File: src/rtl/rf_sequencer.sv
// rf_sequencer: control unit for the 16x16 register-file datapath.
//
// Fetches 16-bit instructions from a synchronous instruction ROM, decodes
// them and drives the register-file read/write ports, the ALU select, the
// data-RAM address/write strobe and the write-back mux. PC and IR are held
// here. Outputs are Moore: they depend only on the registered state and IR.
//
// Ports
//   Clk         system clock, rising-edge active
//   Reset       synchronous active-high reset
//   IM_data     instruction ROM read data for PC_addr (captured in FETCH)
//   PC_addr     instruction ROM address (= PC)
//   IR          current instruction register (debug)
//   D_addr      data RAM address
//   D_wr        data RAM write enable
//   RF_s        write-back mux select: 1 = RAM read data, 0 = ALU result
//   RF_W_addr   register-file write address
//   RF_W_en     register-file write enable
//   RF_Ra_addr  read port 0 address
//   RF_Ra_en    read port 0 enable
//   RF_Rb_addr  read port 1 address
//   RF_Rb_en    read port 1 enable
//   ALU_s       ALU op: 000 idle, 001 add, 010 sub
//   Halted      high while in HALT
//   State       encoded current state (debug)
module rf_sequencer #(
  parameter int PC_WIDTH = 7
) (
  input  logic                Clk,
  input  logic                Reset,
  input  logic [15:0]         IM_data,
  output logic [PC_WIDTH-1:0] PC_addr,
  output logic [15:0]         IR,
  output logic [7:0]          D_addr,
  output logic                D_wr,
  output logic                RF_s,
  output logic [3:0]          RF_W_addr,
  output logic                RF_W_en,
  output logic [3:0]          RF_Ra_addr,
  output logic                RF_Ra_en,
  output logic [3:0]          RF_Rb_addr,
  output logic                RF_Rb_en,
  output logic [2:0]          ALU_s,
  output logic                Halted,
  output logic [3:0]          State
);

  typedef enum logic [3:0] {
    S_INIT   = 4'd0,
    S_FETCH  = 4'd1,
    S_DECODE = 4'd2,
    S_NOOP   = 4'd3,
    S_LOAD_A = 4'd4,
    S_LOAD_B = 4'd5,
    S_STORE  = 4'd6,
    S_ADD    = 4'd7,
    S_SUB    = 4'd8,
    S_HALT   = 4'd9
  } state_t;

  localparam logic [3:0] OP_STORE = 4'd1;
  localparam logic [3:0] OP_LOAD  = 4'd2;
  localparam logic [3:0] OP_ADD   = 4'd3;
  localparam logic [3:0] OP_SUB   = 4'd4;
  localparam logic [3:0] OP_HALT  = 4'd5;

  state_t              state_q;
  state_t              state_d;
  logic [PC_WIDTH-1:0] pc_q;
  logic [15:0]         ir_q;

  // State register; PC and IR only move in FETCH, so HALT freezes both.
  always_ff @(posedge Clk) begin
    if (Reset) begin
      state_q <= S_INIT;
      pc_q    <= '0;
      ir_q    <= '0;
    end else begin
      state_q <= state_d;
      if (state_q == S_FETCH) begin
        ir_q <= IM_data;
        pc_q <= pc_q + 1'b1;  // wraps naturally at 2^PC_WIDTH
      end
    end
  end

  // Next-state logic.
  always_comb begin
    state_d = state_q;
    case (state_q)
      S_INIT:   state_d = S_FETCH;
      S_FETCH:  state_d = S_DECODE;
      S_DECODE: begin
        case (ir_q[15:12])
          OP_STORE: state_d = S_STORE;
          OP_LOAD:  state_d = S_LOAD_A;
          OP_ADD:   state_d = S_ADD;
          OP_SUB:   state_d = S_SUB;
          OP_HALT:  state_d = S_HALT;
          default:  state_d = S_NOOP;  // 0000 and 0110-1111
        endcase
      end
      S_NOOP:   state_d = S_FETCH;
      S_LOAD_A: state_d = S_LOAD_B;
      S_LOAD_B: state_d = S_FETCH;
      S_STORE:  state_d = S_FETCH;
      S_ADD:    state_d = S_FETCH;
      S_SUB:    state_d = S_FETCH;
      S_HALT:   state_d = S_HALT;
      default:  state_d = S_INIT;
    endcase
  end

  // Moore outputs. Reads and the write of the same register may coincide in
  // the exec cycle; the register file returns the pre-write value, so no
  // stall is needed here.
  always_comb begin
    D_addr     = '0;
    D_wr       = 1'b0;
    RF_s       = 1'b0;
    RF_W_addr  = '0;
    RF_W_en    = 1'b0;
    RF_Ra_addr = '0;
    RF_Ra_en   = 1'b0;
    RF_Rb_addr = '0;
    RF_Rb_en   = 1'b0;
    ALU_s      = 3'b000;
    Halted     = 1'b0;
    case (state_q)
      // RAM has one cycle of read latency: address is presented in LOAD_A
      // and held in LOAD_B while the returned data is written back.
      S_LOAD_A: begin
        D_addr = ir_q[11:4];
        RF_s   = 1'b1;
      end
      S_LOAD_B: begin
        D_addr    = ir_q[11:4];
        RF_s      = 1'b1;
        RF_W_addr = ir_q[3:0];
        RF_W_en   = 1'b1;
      end
      S_STORE: begin
        D_addr     = ir_q[7:0];
        D_wr       = 1'b1;
        RF_Ra_addr = ir_q[11:8];
        RF_Ra_en   = 1'b1;
      end
      S_ADD, S_SUB: begin
        RF_Ra_addr = ir_q[11:8];
        RF_Ra_en   = 1'b1;
        RF_Rb_addr = ir_q[7:4];
        RF_Rb_en   = 1'b1;
        ALU_s      = (state_q == S_ADD) ? 3'b001 : 3'b010;
        RF_W_addr  = ir_q[3:0];
        RF_W_en    = 1'b1;
      end
      S_HALT:  Halted = 1'b1;
      default: ;
    endcase
  end

  assign PC_addr = pc_q;
  assign IR      = ir_q;
  assign State   = state_q;

endmodule

File: config.mk
export PLATFORM = sky130hd
export DESIGN_NAME = rf_sequencer
export DESIGN_NICKNAME = d
export VERILOG_FILES = /design/src/rtl/rf_sequencer.sv
export SDC_FILE = /design/constraint.sdc
export NUM_CORES = 1
export LEC_CHECK = 0
export ABC_AREA = 1
export CAP_MARGIN = 20
export CORE_ASPECT_RATIO = 0.75
export CORE_MARGIN = 2
export CORE_UTILIZATION = 41
export DETAILED_ROUTE_END_ITERATION = 10
export PLACE_DENSITY = 0.82
export SYNTH_ARGS = -nofsm -noshare
export SYNTH_HDL_FRONTEND = slang
export SYNTH_SLANG_ARGS = --single-unit
File: constraint.sdc
create_clock -name Clk -period 2 [get_ports Clk]
set_input_delay 0.2 -clock Clk [delete_from_list [all_inputs] [get_ports Clk]]
set_output_delay 0.2 -clock Clk [all_outputs]
set_load 0.01 [all_outputs]
==> impl_results.md, run 1 <==
* Antenna-violating nets left at 0
* Mapped cell area at 1350 um2
* Clock-pin slew on the worst setup and hold paths at 80 ps
* Max clock buf depth at 2
* Final net count at 290
* Clk_lat worst skew at 270 ps
* I/O pin count at 74
* Placed insts at 304
* Minimum clock period at 1920 ps
* CP peak stage delay at 530 ps
* Crit path buf inv count at 3
* CTS H-tree lvls at 1
* Final Skew at 7.37 ps
* Initial antenna violation count at 0
* Via density at 4.85
* Syn avg cell area at 6.91 um2
* Required time worst endpoint at 1800 ps
* Fin crit share at 96.1%
* Hold Path Class: flop to flop
* Yosys warns at 0
* Most frequent cells in the layout: clkdlybuf4s50_1 (56), inv_1 (33), a21oi_1 (25), nand2_1 (24)
* Syn nets at 215
* Maxcap violations at 0
* Post-route DRC at 0
* RSZ-0062 raised after global routing: true
* CTS buffer count at 3
* WS Path Type: flop to primary output
* Ant. Diodes at 0
* CP top delay family: buffers and inverters
* Die Span Y at 53.8 um
* RD Place Congestion at 0.865
* PnR Total Power at 1.83 mW
* Grt ovf at 0
* Effective utilization at floorplan at 42.0%
* Vias in the first global route at 1262
* Largest net degree at the start of global routing at 37
* Leakage at 1.06 nW
* Crit-path slowest cell: clkdlybuf4s50_1
* CP arrival at 1720 ps
* Non-filler cells, final at 310
* Pwr Density at 828 nW/um2
* Outcome: complete, no violations
* Critical path cell sequence: inv_2 -> nor2_4 -> nand2_1 -> inv_1 -> clkdlybuf4s50_1
* Sink Count at 27
* Total Routing Usage GR at 19.5%
* Row Count at 18
* Detailed Place HPWL at 2790 um
* Root buffer cell: clkbuf_8
* First-pass GRT wire length at 5910 um
* Final wirelength at 3700 um
* Die area at 3780 um2
* Vias at 1502
* Number of DRC markers after the initial detailed-route iteration at 40
* Fillcell total at 273
* Post-cts hold buffer count at 0
* Port bufs at 72
* Kind of start point of the critical path: flop
* Area Growth Syn to Fin at 63.3%
* Sequential share of the synthesized area at 39.9%
* Final-report setup violation count at 0
* Fin. max-slew vios at 0
* Syn Inst Count at 196
* CTS tree: done
* Core Region at 3220 um2
* Routed wire per std cell at 11.9 um
* Fin. Hold Viols at 0
* Crit. End Element: primary output
* Unique masters post-synth at 24
* Worst-path fanout max at 9
* FMAX at 520 MHz
* Yosys reg bits at 27
* Max rail drop VDD at 500 uV
* Leading cell type in the layout, fill and taps excluded: clkdlybuf4s50_1
* Die X at 70.4 um
* DRT Pass-1 Iters at 4
* Layout cells sized above 1 at 10.4%
## state kept, by name, indices dropped and copies added, names as in the netlist
name and flops:
IR 16, PC_addr 7, State 4
## cells in the mapped netlist
library cell	number	area (um2)
a21oi_1	26	130
a21oi_2	1	8.76
a31oi_1	1	6.26
buf_2	1	5.00
buf_4	1	7.51
buf_6	2	22.5
clkbuf_1	2	7.51
conb_1	1	3.75
dfxtp_1	27	541
ha_1	1	12.5
inv_1	35	131
inv_2	2	7.51
nand2_1	25	93.8
nand2_2	3	18.8
nand2_4	1	11.3
nand3_1	5	25.0
nand4_1	4	25.0
nor2_1	23	86.3
nor2_2	2	12.5
nor2_4	2	22.5
o211ai_2	1	12.5
o21ai_0	21	105
o21bai_1	1	7.51
o22ai_1	8	50.1
## per-layer routing
layer  vias to the layer above  wire [um]  global-route usage, %
met5                         -          0                      0
met4                         0         28                   3.85
met3                         4        257                   3.75
met2                        53       1660                   33.3
met1                       667       1750                   26.2
li1                        778          -                      -
## cell type report
cell class / instances / area, um2 / share of cell area [%]
Multi-Input combinational cell: 126 / 661 / 29.9
Inverter: 37 / 139 / 6.28
Tap cell: 40 / 50.0 / 2.26
Sequential cell: 27 / 548 / 24.8
Clock buffer: 4 / 45.0 / 2.04
Timing Repair Buffer: 76 / 768 / 34.7
## where the power goes
part / internal [mW] / switching (mW) / leakage [nW]
logic: 0.357 / 0.419 / 0.812
registers: 0.659 / 0.0933 / 0.224
clock network: 0.142 / 0.160 / 0.0228
total: 1.16 / 0.673 / 1.06
## kinds of logic after synthesis
logic type      Yosys count  synth area share (%)
simple gates             65                  21.8
compound gates           59                  23.7
buf+inv                  43                  13.4
flops                    27                  39.9
fa+ha+maj                 1                 0.924
other cells               1                 0.277
## through the flow
| stage | TNS, ps | hold WS (ps) | setup WS [ps] | instance area [um2] | util, % |
|---|---|---|---|---|---|
| 6_report | 0 | 501 | 78.7 | 2210 | 68.6 |
| 5_1_grt | -28.1 | 535 | -20.2 | 2210 | 68.6 |
| 4_1_cts | -79.6 | 506 | -58.7 | 2160 | 67.1 |
| 3_5_place_dp | 0 | 491 | 116 | 2100 | 65.1 |
| 3_3_place_gp | 0 | 478 | 162 | 2100 | 65.1 |
| 2_1_floorplan | 0 | 262 | 569 | 1350 | - |
## worst paths after layout
kind / startpoint / end / slack [ps] / cells past startpoint
setup / recovery: State[2] / RF_s / 80 / 5
hold / removal: PC_addr[3] / PC_addr[3] / 500 / 2
setup reg to reg: State[1] / State[0] / 720 / 6
hold reg to reg: PC_addr[3] / PC_addr[3] / 500 / 2
## what timing repair did
| action | 4_1_cts | 5_1_grt |
|---|---|---|
| gates resized for setup | 18 | 14 |
| endpoints found under the setup margin | 23 | 15 |
| pin swaps | 0 | 0 |
| buffers inserted | 0 | 2 |
## tightest hold or removal path, cell delays in order, from the launching register on
cell	delay [ps]
dfxtp_1	340
inv_1	70
a21oi_1	50
Power figures use the tool's default switching activity.
==> run 2, diff against run 1 <==
--- a/config.mk
+++ b/config.mk
@@ -6,7 +6,6 @@
 export NUM_CORES = 1
 export LEC_CHECK = 0
 export ABC_AREA = 1
-export CAP_MARGIN = 20
 export CORE_ASPECT_RATIO = 0.75
 export CORE_MARGIN = 2
 export CORE_UTILIZATION = 41
==> results of run 2 <==
Final layout, timing and power as in run 1 (identical DEF).
